### src/rtl/rr_stream_mux.sv
// N-channel round-robin valid/ready stream multiplexer with one registered output stage.
// Optional packet lock keeps the grant on one channel until its last beat transfers.
module rr_stream_mux #(
    parameter int WIDTH    = 8,
    parameter int NUM_CH   = 4,
    parameter int LOCK_PKT = 0,
    localparam int SEL_W   = (NUM_CH > 1) ? $clog2(NUM_CH) : 1
) (
    input  logic                    i_clk,
    input  logic                    i_rst_n,
    input  logic [NUM_CH*WIDTH-1:0] i_data,
    input  logic [NUM_CH-1:0]       i_valid,
    input  logic [NUM_CH-1:0]       i_last,
    output logic [NUM_CH-1:0]       o_ready,
    output logic [WIDTH-1:0]        o_data,
    output logic                    o_valid,
    output logic                    o_last,
    output logic [SEL_W-1:0]        o_ch,
    input  logic                    i_ready
);

    logic [WIDTH-1:0] ch_data [NUM_CH];

    logic [SEL_W-1:0] ptr_q, ptr_d;
    logic             o_valid_q, o_valid_d;
    logic [WIDTH-1:0] o_data_q, o_data_d;
    logic             o_last_q, o_last_d;
    logic [SEL_W-1:0] o_ch_q, o_ch_d;

    logic [SEL_W-1:0] rr_grant;
    logic             rr_found;
    logic             locked;
    logic [SEL_W-1:0] lock_ch;
    logic [SEL_W-1:0] grant;
    logic             grant_vld;
    logic             load_en;
    logic             in_xfer;

    always_comb begin
        for (int k = 0; k < NUM_CH; k++) begin
            ch_data[k] = i_data[k*WIDTH +: WIDTH];
        end
    end

    // Rotating priority: first valid channel at or after ptr, wrapping.
    always_comb begin
        rr_found = 1'b0;
        rr_grant = '0;
        for (int i = 0; i < NUM_CH; i++) begin
            if (!rr_found && i_valid[(int'(ptr_q) + i) % NUM_CH]) begin
                rr_found = 1'b1;
                rr_grant = SEL_W'((int'(ptr_q) + i) % NUM_CH);
            end
        end
    end

    assign grant     = locked ? lock_ch : rr_grant;
    assign grant_vld = locked | rr_found;
    assign load_en   = !o_valid_q || i_ready;
    assign in_xfer   = load_en && grant_vld && i_valid[grant];

    always_comb begin
        o_ready = '0;
        if (i_rst_n && load_en && grant_vld) begin
            o_ready[grant] = 1'b1;
        end
    end

    always_comb begin
        o_valid_d = o_valid_q;
        o_data_d  = o_data_q;
        o_last_d  = o_last_q;
        o_ch_d    = o_ch_q;
        ptr_d     = ptr_q;
        if (load_en) begin
            o_valid_d = in_xfer;
            if (in_xfer) begin
                o_data_d = ch_data[grant];
                o_last_d = i_last[grant];
                o_ch_d   = grant;
                // While locked grant never moves, so ptr stays at lock_ch+1.
                ptr_d    = (grant == SEL_W'(NUM_CH - 1)) ? '0 : grant + 1'b1;
            end
        end
    end

    always_ff @(posedge i_clk or negedge i_rst_n) begin
        if (!i_rst_n) begin
            o_valid_q <= 1'b0;
            o_data_q  <= '0;
            o_last_q  <= 1'b0;
            o_ch_q    <= '0;
            ptr_q     <= '0;
        end else begin
            o_valid_q <= o_valid_d;
            o_data_q  <= o_data_d;
            o_last_q  <= o_last_d;
            o_ch_q    <= o_ch_d;
            ptr_q     <= ptr_d;
        end
    end

    if (LOCK_PKT != 0) begin : g_lock
        localparam logic [0:0] ST_IDLE   = 1'b0;
        localparam logic [0:0] ST_LOCKED = 1'b1;

        logic [0:0]       state_q, state_d;
        logic [SEL_W-1:0] lock_ch_q, lock_ch_d;

        always_comb begin
            state_d   = state_q;
            lock_ch_d = lock_ch_q;
            unique case (state_q)
                ST_IDLE: begin
                    if (in_xfer && !i_last[grant]) begin
                        state_d   = ST_LOCKED;
                        lock_ch_d = grant;
                    end
                end
                ST_LOCKED: begin
                    if (in_xfer && i_last[grant]) begin
                        state_d = ST_IDLE;
                    end
                end
                default: state_d = ST_IDLE;
            endcase
        end

        always_ff @(posedge i_clk or negedge i_rst_n) begin
            if (!i_rst_n) begin
                state_q   <= ST_IDLE;
                lock_ch_q <= '0;
            end else begin
                state_q   <= state_d;
                lock_ch_q <= lock_ch_d;
            end
        end

        assign locked  = (state_q == ST_LOCKED);
        assign lock_ch = lock_ch_q;
    end else begin : g_nolock
        assign locked  = 1'b0;
        assign lock_ch = '0;
    end

    assign o_valid = o_valid_q;
    assign o_data  = o_data_q;
    assign o_last  = o_last_q;
    assign o_ch    = o_ch_q;

    a_ready_onehot: assert property (
        @(posedge i_clk) disable iff (!i_rst_n) $onehot0(o_ready));

    a_hold_stable: assert property (
        @(posedge i_clk) disable iff (!i_rst_n)
        (o_valid && !i_ready) |=> (o_valid && $stable(o_data)));

endmodule
### config.mk
export PLATFORM = sky130hd
export DESIGN_NAME = rr_stream_mux
export DESIGN_NICKNAME = d
export VERILOG_FILES = /design/src/rtl/rr_stream_mux.sv
export SDC_FILE = /design/constraint.sdc
export NUM_CORES = 1
export LEC_CHECK = 0
export BUFFER_PORTS_ARGS = -buffer_cell sky130_fd_sc_hd__buf_2
export CAP_MARGIN = 20
export CORE_MARGIN = 4
export CORE_UTILIZATION = 43
export DETAILED_ROUTE_END_ITERATION = 6
export HOLD_SLACK_MARGIN = 0.02
export PLACE_DENSITY = 0.75
export SLEW_MARGIN = 0
export SYNTH_ARGS = -nofsm -noshare
export SYNTH_HDL_FRONTEND = slang
export SYNTH_SLANG_ARGS = --single-unit
### constraint.sdc
create_clock -name i_clk -period 2.2 [get_ports i_clk]
set_input_delay 0.44 -clock i_clk [delete_from_list [all_inputs] [get_ports i_clk]]
set_output_delay 0.44 -clock i_clk [all_outputs]
set_load 0.02 [all_outputs]
==> results.tsv <==
metric	value	unit
outcome	finished, final reports clean	
Post-Route Setup TNS	0	ps
Critical Path Source	ptr_q[1]	
Reg2Reg Depth	7	
Reg2Reg Setup Slack	410	ps
nets	208	
Fin. Hold Viols	0	
synthesis-to-layout area growth	43.2	%
RR Startpoint	ptr_q[1]	
PortBufs	58	
Overflow after GRT	0	
WHS	143	ps
# fillers	193	
gr usage total	0.181	
Worst path max stage delay	450	ps
final WL	2.65	mm
fmax	457	MHz
WP buf/inv	2	
Die W	56.4	µm
crit share post-route	0.995	
prevailing post-synth register cell	dfrtp_1	
Clock power frac	0.115	
HP Class	in2async	
CP max stage cell	dfrtp_2	
DRC violations left	0	
Slew HR	0.751	
FF-to-FF End	o_last	
# H-tree levels	1	
largest area contributor in the netlist	dfrtp_1	
Via Count	967	
drt initial violations	6	
Logic pwr share	0.576	
delay-heaviest family, CP	flip-flops	
Ys Warns	0	
Via density	5.17	
Netlist cell types	24	
Mapped Area	1010	µm²
total net switching power	0.543	mW
sequential share of power	0.310	
TritonCTS clock tree	built	
Int Power	0.753	mW
RSZ-0062 raised after global routing	true	
Pre-antenna DRT Iters	3	
max_cap viols	0	
syn nets	138	
DIE HEIGHT	56.4	µm
endpoint type of the worst setup path	output pin	
Final GP Congestion	0.821	
Routed wire per std cell	14.1	µm
Cells after Synth	91	
first-pass GRT wire length	4.49	mm
share of cells above drive strength 1	0.610	
vias in the first global route	1004	
initial antenna violation count	0	
maximum root-to-sink buffer count	2	
# rows	17	
Leak	0.759	nW
setup violators final	0	
CP startpoint kind	flip-flop	
Reg clk slew, reported paths	80	ps
final core utilization	0.653	
Die Area	3180	µm²
required time worst endpoint	1760	ps
top cell type's share of synthesized area	0.347	
Pwr per Cell Area	897	nW/µm²
DP HPWL	2.04	mm
Commonest cells post-synth	mux2i_1, nand2_1, dfrtp_1	
Peak VDD IR	0.457	mV
Synth Register Bits	14	
skew final	3.79	ps
count leader, synth	mux2i_1	
Avg Cell Area, Syn	11.1	µm²
worst-skew pair later-pin latency	280	ps
Critical Path AT	1750	ps
top post-synthesis cells by area	dfrtp_1, mux2i_1, o221ai_2, nand2_1, ha_1	
antenna cells	0	
fin. max-slew vios	0	
asr flop ratio synth	1.00	
Period minus WS final	2190	ps
worst path cell trace	nand2_1 -> nand3b_1 -> a2bb2oi_4 -> inv_2 -> ha_1 -> and3_1 -> buf_2	
pin count of the biggest net entering global routing	15	
CTS Buf Count	3	
Sw Share	0.419	
Root Buffer Master	clkbuf_4	
EDFF count, synth	0	
crit path kind	reg2out	
antenna-violating nets left	0	
Worst-Margin Slew	374	ps
I/O pins	59	
CTS Sinks	14	
core area	2210	µm²
Initial Util	0.456	
crit path max fanout	4	
sequential cell area fraction in the yosys report	0.347	
cts hold-fix bufs	0	
-- what timing repair did --
item | in CTS | in global routing
endpoints found under the setup margin | 4 | 4
setup buffers | 5 | 2
pin swaps | 3 | 4
gates resized for setup | 6 | 9
-- final cells by class --
class / instances / area [µm²] / share of cell area
inverter: 4 / 15.0 / 0.0104
tap: 28 / 35.0 / 0.0243
timing repair buffer: 69 / 388 / 0.269
multi-input combinational: 69 / 632 / 0.438
sequential: 14 / 352 / 0.244
clock buffer: 3 / 22.5 / 0.0156
-- placed cells by master, fill, tap and decap left out --
master,count
inv_2,3
nand2_1,18
ha_1,4
o21ai_0,1
nor3_4,1
nand2_2,1
nand3b_1,1
dfrtp_2,1
and2_4,1
buf_6,2
inv_1,1
a21oi_2,3
nor3b_2,1
buf_4,12
a21oi_4,1
dfrtp_1,13
mux2i_1,19
buf_2,55
o221ai_2,9
a21boi_0,1
a21o_2,1
clkbuf_4,3
and3_1,3
nor4_1,1
and3_4,1
a2bb2oi_4,1
nand2_4,1
-- metal layers --
layer	track usage	vias up	part of all wire
met1	0.207	452	0.39
met4	0.0881	0	0.019
met2	0.314	38	0.51
met5	0	-	0
met3	0.0414	5	0.077
li1	-	472	-
-- state kept, by name, indices dropped and copies added (netlist names) --
| signal | count |
|---|---|
| o_last | 1 |
| o_data | 8 |
| o_ch | 2 |
| o_valid | 1 |
| ptr_q | 2 |
-- worst max-delay path by stage --
stage          slack [ps]  cells after the start         end
6_report               10                      7  o_ready[0]
5_1_grt               -60                      7  o_ready[3]
4_1_cts                 1                      7  o_ready[0]
3_3_place_gp          160                      8  o_ready[0]
3_5_place_dp          100                      8  o_ready[2]
2_1_floorplan         330                      6  o_ready[0]
-- power by group through the flow --
stage / registers [mW] / logic [mW] / clock network (mW)
final: 0.401 / 0.746 / 0.149
after global routing: 0.413 / 0.814 / 0.167
after CTS: 0.401 / 0.715 / 0.154
after detailed placement: 0.400 / 0.650 / 0
after global placement: 0.398 / 0.629 / 0
after floorplan: 0.484 / 0.397 / 0
-- cell families after synthesis --
family / Yosys count / share of synthesized area
AOI/OAI and AO/OA: 17 / 0.194
adders and majority gates: 4 / 0.0496
buffers and inverters: 8 / 0.0657
DFF: 14 / 0.347
muxes: 19 / 0.189
and+or+nand+nor: 29 / 0.155
-- stage by stage --
stage	instances	cell area (µm²)	worst slack, ps	power [mW]
floorplan	91	1010	326	0.881
global placement	177	1310	159	1.03
detailed placement	177	1310	96.6	1.05
CTS	185	1400	0.977	1.27
global route	187	1440	-59.6	1.39
finish	187	1440	11.6	1.30
No activity file was read; power rests on OpenSTA's default activity.
